### config.mk
export PLATFORM = sky130hd
export DESIGN_NAME = seg_serial_driver
export DESIGN_NICKNAME = d
export VERILOG_FILES = /design/src/rtl/seg_serial_driver_pkg.sv /design/src/rtl/seg_clk_div.sv /design/src/rtl/seg_serial_driver.sv
export SDC_FILE = /design/constraint.sdc
export NUM_CORES = 1
export LEC_CHECK = 0
export CAP_MARGIN = 10
export CORE_MARGIN = 2
export CORE_UTILIZATION = 50
export DETAILED_ROUTE_END_ITERATION = 16
export PLACE_DENSITY = 0.77
export SYNTH_ARGS = -nofsm -noshare
export SYNTH_HDL_FRONTEND = slang
export SYNTH_HIERARCHICAL = 1
export SYNTH_SLANG_ARGS = --single-unit
### constraint.sdc
create_clock -name clk -period 4.88 [get_ports clk]
set_input_delay 0.488 -clock clk [delete_from_list [all_inputs] [get_ports clk]]
set_output_delay 0.488 -clock clk [all_outputs]
set_load 0.02 [all_outputs]
### src/rtl/seg_serial_driver_pkg.sv
// Shared display types and defaults for the 7-segment serial driver.
// Pure declarations: no logic, no latency, no backpressure.
package seg_serial_driver_pkg;

  typedef enum logic [1:0] {
    IDLE     = 2'd0,
    SHIFT_LO = 2'd1,
    SHIFT_HI = 2'd2,
    LATCH    = 2'd3
  } seg_state_e;

  localparam int SEG_DATA_W      = 64;
  localparam int SEG_HALF_PERIOD = 4;

  // Counter width that never collapses to zero bits when n is 1.
  function automatic int seg_cnt_w(input int n);
    return (n <= 1) ? 1 : $clog2(n);
  endfunction

endpackage

### src/rtl/seg_clk_div.sv
// Half-period tick generator: tick_o is high on every HALF_PERIOD-th cycle since clr_i dropped.
// Latency: tick is combinational from the count register; no backpressure, clr_i wins over counting.
module seg_clk_div
  import seg_serial_driver_pkg::*;
#(
  parameter int HALF_PERIOD = SEG_HALF_PERIOD
) (
  input  logic clk,
  input  logic rst,
  input  logic clr_i,
  output logic tick_o
);

  localparam int            CW   = seg_cnt_w(HALF_PERIOD);
  localparam logic [CW-1:0] LAST = CW'(HALF_PERIOD - 1);

  logic [CW-1:0] cnt_q;
  logic [CW-1:0] cnt_d;

  always_comb begin
    cnt_d = cnt_q + CW'(1);
    if (clr_i || (cnt_q == LAST)) begin
      cnt_d = '0;
    end
  end

  always_ff @(posedge clk or posedge rst) begin
    if (rst) begin
      cnt_q <= '0;
    end else begin
      cnt_q <= cnt_d;
    end
  end

  assign tick_o = (cnt_q == LAST);

endmodule

### src/rtl/seg_serial_driver.sv
// MSB-first serializer for the SEGLED chain; frame busy for (2*DATA_W+1)*HALF_PERIOD cycles, done one cycle after.
// start is ignored while busy (no queueing); SEG_AUTO_REFRESH_EN adds an idle-gap auto-refresh.
module seg_serial_driver
  import seg_serial_driver_pkg::*;
#(
  parameter int DATA_W      = SEG_DATA_W,
  parameter int HALF_PERIOD = SEG_HALF_PERIOD,
  parameter int REFRESH_GAP = 1024
) (
  input  logic              clk,
  input  logic              rst,
  input  logic [DATA_W-1:0] data,
  input  logic              start,
  output logic              busy,
  output logic              done,
  output logic              s_clk,
  output logic              s_dat,
  output logic              s_pen
);

  localparam int            BW       = $clog2(DATA_W + 1);
  localparam logic [BW-1:0] LAST_BIT = BW'(DATA_W - 1);

  if (DATA_W < 2 || HALF_PERIOD < 1 || REFRESH_GAP < 1) begin : g_param_check
    $error("seg_serial_driver: illegal parameter value");
  end

  seg_state_e        state_q;
  logic [DATA_W-1:0] sreg_q;
  logic [BW-1:0]     bcnt_q;
  logic              busy_q;
  logic              done_q;
  logic              s_clk_q;
  logic              s_dat_q;
  logic              s_pen_q;
  logic              tick;
  logic              go;

  // Divider is held clear in IDLE; every tick elsewhere causes a state change, which restarts it.
  seg_clk_div #(
    .HALF_PERIOD(HALF_PERIOD)
  ) u_div (
    .clk   (clk),
    .rst   (rst),
    .clr_i (state_q == IDLE),
    .tick_o(tick)
  );

`ifdef SEG_AUTO_REFRESH_EN
  localparam int            GW       = $clog2(REFRESH_GAP + 1);
  localparam logic [GW-1:0] GAP_LAST = GW'(REFRESH_GAP - 1);

  logic [GW-1:0] gap_q;
  logic [GW-1:0] gap_d;

  always_comb begin
    gap_d = '0;
    if ((state_q == IDLE) && !start && (gap_q != GAP_LAST)) begin
      gap_d = gap_q + GW'(1);
    end
  end

  always_ff @(posedge clk or posedge rst) begin
    if (rst) begin
      gap_q <= '0;
    end else begin
      gap_q <= gap_d;
    end
  end

  assign go = start || (gap_q == GAP_LAST);
`else
  assign go = start;
`endif

  always_ff @(posedge clk or posedge rst) begin
    if (rst) begin
      state_q <= IDLE;
      sreg_q  <= '0;
      bcnt_q  <= '0;
      busy_q  <= 1'b0;
      done_q  <= 1'b0;
      s_clk_q <= 1'b0;
      s_dat_q <= 1'b0;
      s_pen_q <= 1'b1;
    end else begin
      done_q <= 1'b0;
      unique case (state_q)
        IDLE: begin
          if (go) begin
            sreg_q  <= data;
            bcnt_q  <= '0;
            busy_q  <= 1'b1;
            s_pen_q <= 1'b0;
            s_clk_q <= 1'b0;
            s_dat_q <= data[DATA_W-1];
            state_q <= SHIFT_LO;
          end
        end
        SHIFT_LO: begin
          if (tick) begin
            s_clk_q <= 1'b1;
            state_q <= SHIFT_HI;
          end
        end
        SHIFT_HI: begin
          if (tick) begin
            sreg_q  <= sreg_q << 1;
            bcnt_q  <= bcnt_q + BW'(1);
            s_clk_q <= 1'b0;
            if (bcnt_q == LAST_BIT) begin
              s_dat_q <= 1'b0;
              state_q <= LATCH;
            end else begin
              s_dat_q <= sreg_q[DATA_W-2];
              state_q <= SHIFT_LO;
            end
          end
        end
        LATCH: begin
          if (tick) begin
            s_pen_q <= 1'b1;
            busy_q  <= 1'b0;
            done_q  <= 1'b1;
            state_q <= IDLE;
          end
        end
        default: state_q <= IDLE;
      endcase
    end
  end

  assign busy  = busy_q;
  assign done  = done_q;
  assign s_clk = s_clk_q;
  assign s_dat = s_dat_q;
  assign s_pen = s_pen_q;

endmodule

==> impl_metrics.tcl, run 1 <==
set metrics [dict create \
    status "finished, final reports clean" \
    min_path_type "in -> async" \
    use_met2 0.305 \
    routed_wl_mm 8.13 \
    grt.busiest_layer "met2" \
    cts_root_buf "clkbuf_8" \
    yosysTopAreaCell "dfrtp_1" \
    met3_usage 0.0476 \
    synthArstFlopShare 1.00 \
    fin_cells 511 \
    finalCriticalPeriod_ns 2.81 \
    grt-ovfl-total 0 \
    drive_above_1_share 0.0655 \
    clk_pin_slew_ns 0.08 \
    portBuffers 71 \
    die_x_microns 90.4 \
    synthFlopType "dfrtp_1" \
    drc_errors 0 \
    yosysSeqAreaShare 0.530 \
    syn2layout_area_growth_pct 25.7 \
    cp.required_ns 5.05 \
    syn_nets 422 \
    fmax_mhz 355 \
    ys_types 34 \
    place_congestion 0.766 \
    initial_utilization 0.514 \
    cts-hold-fix-buffers 0 \
    grt_max_degree 79 \
    critPathArrivalTime_ns 2.99 \
    crit_path_end_kind "register" \
    p_leak_nw 2.21 \
    num_io_pins 72 \
    reg2regPathDepth 4 \
    final-setup-viol-count 0 \
    cts_tree "yes" \
    synth_top_family_by_area "compound AO/OA/AOI/OAI gates" \
    hold_viol_final 0 \
    diodes 0 \
    die_area_sq_um 8170 \
    setup_tns_ns 0 \
    regToRegSetupSlack_ns 2.07 \
    path_max_fanout 66 \
    detail-route-antenna-nets 0 \
    gr-usage-all-layers 0.207 \
    timing.hold.ws_ns 0.342 \
    wl_per_cell_microns 15.9 \
    synthTopCellsByCount "o21ai_0 (132), dfrtp_1 (78), mux2i_1 (64), clkbuf_1 (17), buf_2 (11)" \
    path_class "reg -> reg" \
    syn_inst 353 \
    core_area_sq_um 7250 \
    max_cap_violations 0 \
    avgSynthCellArea_sq_um 10.6 \
    cts_max_level 3 \
    num_rows 31 \
    r2r_end "sreg_q[48]" \
    antenna_found_initial 0 \
    ys_warn_count 6 \
    synthMuxAreaShare 0.172 \
    cts_setup_buffers 0 \
    grt_pass1_vias 2773 \
    synth.most_common_cell "o21ai_0" \
    synth.top_cell.area_share 0.523 \
    nets 476 \
    finClkSkew_ns 0.00813 \
    first_pass_iters 5 \
    placedCellCount 495 \
    slew_viol_final 0 \
    yosys.area_share.adder 0.00671 \
    p_per_area_nw_per_um2 567 \
    timing.final.crit_share 0.577 \
    cts_buffers 9 \
    clk_path_buf_depth 2 \
    grt_util_met1 0.296 \
    rsz0062_at_grt "false" \
    dpl.hpwl_mm 4.97 \
    tightest_slew_ns 1.10 \
    power_w 0.00266 \
    drtIter0Drc 245 \
    critPathLaunchType "register" \
    synth_compound_gate_area_share 0.200 \
    synth-seq-cells 79 \
    die_h_microns 90.4 \
    cts_resized 0 \
    synthXorXnorAreaFrac 0.00235 \
    max-vdd-ir-drop_uv 361 \
    synth_area_leaders "dfrtp_1 (52%), o21ai_0 (18%), mux2i_1 (17%)" \
    yosys.area_share.simple 0.0436 \
    r2r-start "u_div/cnt_q[0]" \
    vias 2878 \
    clock_latency_ns 0.34 \
    synth_edf_count 0 \
    syn-cell-area_sq_um 3730 \
    grt_pass1_wl_mm 13.7 \
    relSlewSlack 0.265 \
    numClockSinks 79 \
    avgViaCountPerCell 5.63 \
]
worst max-delay path by stage:
stage	from	endpoint	slack, ns
after detailed placement	start	sreg_q[7]	1.87
final	u_div/cnt_q[0]	sreg_q[48]	2.07
after CTS	u_div/cnt_q[0]	sreg_q[48]	2.07
after global placement	start	sreg_q[54]	1.93
after global routing	u_div/cnt_q[0]	sreg_q[48]	1.75
after floorplan	rst	bcnt_q[0]	2.43
stage by stage:
step,setup WS (ns),utilization,instance area [sq um]
2_1_floorplan,2.43,-,3730
3_3_place_gp,1.93,0.615,4460
3_5_place_dp,1.87,0.615,4460
4_1_cts,2.07,0.646,4690
5_1_grt,1.75,0.646,4690
6_report,2.07,0.646,4690
cell usage in the layout, fill, tap and decap left out, types with 3 or more instances in the layout:
| cell type | Yosys | layout |
|---|---|---|
| a21oi_1 | 5 | 5 |
| buf_4 | 0 | 3 |
| clkbuf_8 | 0 | 11 |
| clkdlybuf4s50_1 | 0 | 71 |
| dfrtp_1 | 78 | 77 |
| inv_1 | 6 | 5 |
| mux2i_1 | 64 | 63 |
| nand2_1 | 6 | 6 |
| o21ai_0 | 132 | 132 |
| or4_1 | 3 | 3 |
cell families (layout without fill, tap and decap cells):
logic type,Yosys count,after routing
AOI/OAI and AO/OA,145,145
buffers and inverters,37,96
xor gates and xnor gates,1,1
DFF,79,79
and+or+nand+nor,25,25
muxes,64,64
adders and majority gates,2,2
layer usage:
layer	wire, microns	vias to the layer above
li1	-	1382
met1	3880	1421
met2	3820	66
met3	317	9
met4	110	0
met5	0	-
cell type report:
cell class                 instances  area, sq um
timing repair buffer              74          733
clock inverter                     3         65.1
sequential                        79         1980
fill                             586         2560
tap                               99          124
clock buffer                      13          159
multi-input combinational        237         1600
inverter                           6         23.8
power breakdown:
group          total [W]  switching [W]  internal [W]
clock network   0.000542       0.000226      0.000316
registers        0.00109       0.000152      0.000942
logic            0.00102       0.000586      0.000436
flip-flops by register name (all words and copies together), names as in the netlist:
name	flops
sreg_q	63
bcnt_q	7
state_q	2
u_div/cnt_q	2
busy	1
done	1
s_clk	1
s_dat	1
s_pen	1
worst max-delay path: stages, from the launching register on:
cell,delay (ns)
dfrtp_1,0.40
ha_1,0.36
mux2i_4,0.70
or2_2,0.92
o21ai_0,0.25
Power figures use the tool's default switching activity.
==> inputs of run 2 (changes only) <==
--- a/config.mk
+++ b/config.mk
@@ -7,9 +7,9 @@
 export LEC_CHECK = 0
 export CAP_MARGIN = 10
 export CORE_MARGIN = 2
-export CORE_UTILIZATION = 50
+export CORE_UTILIZATION = 47
 export DETAILED_ROUTE_END_ITERATION = 16
-export PLACE_DENSITY = 0.77
+export PLACE_DENSITY = 0.76
 export SYNTH_ARGS = -nofsm -noshare
 export SYNTH_HDL_FRONTEND = slang
 export SYNTH_HIERARCHICAL = 1
==> constraint.sdc (replaced) <==
create_clock -name clk -period 2.55 [get_ports clk]
set_input_delay 0.255 -clock clk [delete_from_list [all_inputs] [get_ports clk]]
set_output_delay 0.255 -clock clk [all_outputs]
set_load 0.02 [all_outputs]
==> run 2 against run 1 <==
Wire length fell by 2.5%. Combinational power rose by 93%. Sequential share of layout area fell by 0.87 points. First-iteration DRC count fell by 7.8%. Fmax rose by 39%. Utilization fell by 2.7 points. Final area rose by 2.1%. Critical path type unchanged.
==> impl_metrics.tcl, run 2 (same netlist as run 1, synthesis figures left out) <==
set metrics [dict create \
    status "finished, final reports clean" \
    cts-hold-fix-buffers 0 \
    die_area_sq_um 8670 \
    drive_above_1_share 0.0859 \
    worst_path_largest_cell_delay_ns 0.55 \
    avgViaCountPerCell 5.55 \
    seq_area_sq_um 1980 \
    multi_input_area_sq_um 1600 \
    p_per_area_nw_per_um2 1080 \
    final_util 0.619 \
    max_cap_violations 0 \
    reg2regPathDepth 5 \
    diodes 0 \
    nets 483 \
    worstSetupPathDepth 5 \
    relSlewSlack 0.705 \
    power_w 0.00518 \
    cts_max_level 3 \
    clk_pin_slew_ns 0.08 \
    cts_tree "yes" \
    final_cell_mix "o21ai_0 (132), dfrtp_1 (77), clkdlybuf4s50_1 (71)" \
    tightest_slew_ns 0.442 \
    crit_slowest_cell "or4_1" \
    p_leak_nw 2.26 \
    cts_setup_buffers 0 \
    place_congestion 0.780 \
    core_area_sq_um 7730 \
    num_io_pins 72 \
    finalCriticalPeriod_ns 2.02 \
    critPathLaunchType "register" \
    final-setup-viol-count 0 \
    cts_root_buf "clkbuf_8" \
    cp_top_family "simple AND/OR/NAND/NOR gates" \
    critPathArrivalTime_ns 2.29 \
    wl_per_cell_microns 15.2 \
    crit_path_end_kind "register" \
    grt_pass1_vias 2841 \
    fin_ws_ns 0.529 \
    grt-ovfl-total 0 \
    largest_register "sreg_q" \
    cts_buffers 9 \
    reg.largest.list "sreg_q: 63 flops, bcnt_q: 7 flops" \
    rsz0062_at_grt "false" \
    numClockSinks 79 \
    hold_viol_final 0 \
    initial_utilization 0.483 \
    min_path_type "in -> async" \
    syn2layout_area_growth_pct 28.3 \
    largest_register_ffs 63 \
    crit_buf_inv 1 \
    grt_pass1_wl_mm 13.0 \
    drc_errors 0 \
    grt_max_degree 58 \
    finClkSkew_ns 0.00825 \
    post-place-ws_ns 0.548 \
    routed_wl_mm 7.92 \
    detail-route-antenna-nets 0 \
    antenna_found_initial 0 \
    path_max_fanout 53 \
    drtIter0Drc 226 \
    portBuffers 71 \
    dpl.hpwl_mm 5.22 \
    cp.required_ns 2.82 \
    clock_latency_ns 0.34 \
    die_x_microns 93.1 \
    max-vdd-ir-drop_uv 584 \
    fill_cells 659 \
    die_h_microns 93.1 \
    clk_path_buf_depth 2 \
    layout_commonest_cell "o21ai_0" \
    timing.final.crit_share 0.792 \
    vias 2889 \
    crit_chain "ha_1 -> mux2i_4 -> buf_4 -> or4_1 -> a21oi_1" \
    path_class "reg -> reg" \
    gr-usage-all-layers 0.190 \
    slew_viol_final 0 \
    cts_resized 0 \
    fmax_mhz 495 \
    setup_tns_ns 0 \
    num_rows 32 \
    first_pass_iters 4 \
]
-- run 2: layer usage --
metal / track usage / vias up / share of wire
li1: - / 1396 / -
met1: 0.254 / 1418 / 0.45
met2: 0.310 / 69 / 0.49
met3: 0.0403 / 6 / 0.045
met4: 0.0625 / 0 / 0.0088
met5: 0 / - / 0
-- run 2: worst paths after layout --
path	to	startpoint	slack (ns)
setup / recovery	bcnt_q[5]	u_div/cnt_q[0]	0.53
hold / removal	u_div/cnt_q[1]	rst	0.11
setup reg to reg	bcnt_q[5]	u_div/cnt_q[0]	0.53
hold reg to reg	u_div/cnt_q[0]	u_div/cnt_q[0]	0.46
max in group asynchronous	sreg_q[45]	rst	1.69
min in group clk	u_div/cnt_q[0]	u_div/cnt_q[0]	0.46
-- run 2: worst register-to-register path: stages, from the launching register on --
cell and delay [ns]:
dfrtp_1 0.37, ha_1 0.44, mux2i_4 0.14, buf_4 0.29, or4_1 0.56, a21oi_1 0.15
-- run 2: through the flow --
step	area [sq um]	hold slack (ns)	cells
detailed placement	4550	0.451	505
floorplan	3730	-0.00382	353
CTS	4790	0.103	521
global route	4790	0.127	521
finish	4790	0.110	521
global placement	4550	0.438	505
-- run 2: where the power goes --
group / internal, W / switching (W) / leakage, nW
clock: 0.000633 / 0.000455 / 0.119
sequential: 0.00180 / 0.000328 / 0.994
combinational: 0.000882 / 0.00108 / 1.15
total: 0.00332 / 0.00187 / 2.26
-- run 2: cell type report --
type                            count  share of cell area
Inverter                            6             0.00497
Multi-Input combinational cell    237               0.335
Tap cell                          102              0.0267
Clock buffer                       12              0.0345
Timing Repair Buffer               81               0.169
Sequential cell                    79               0.413
Clock inverter                      4              0.0159
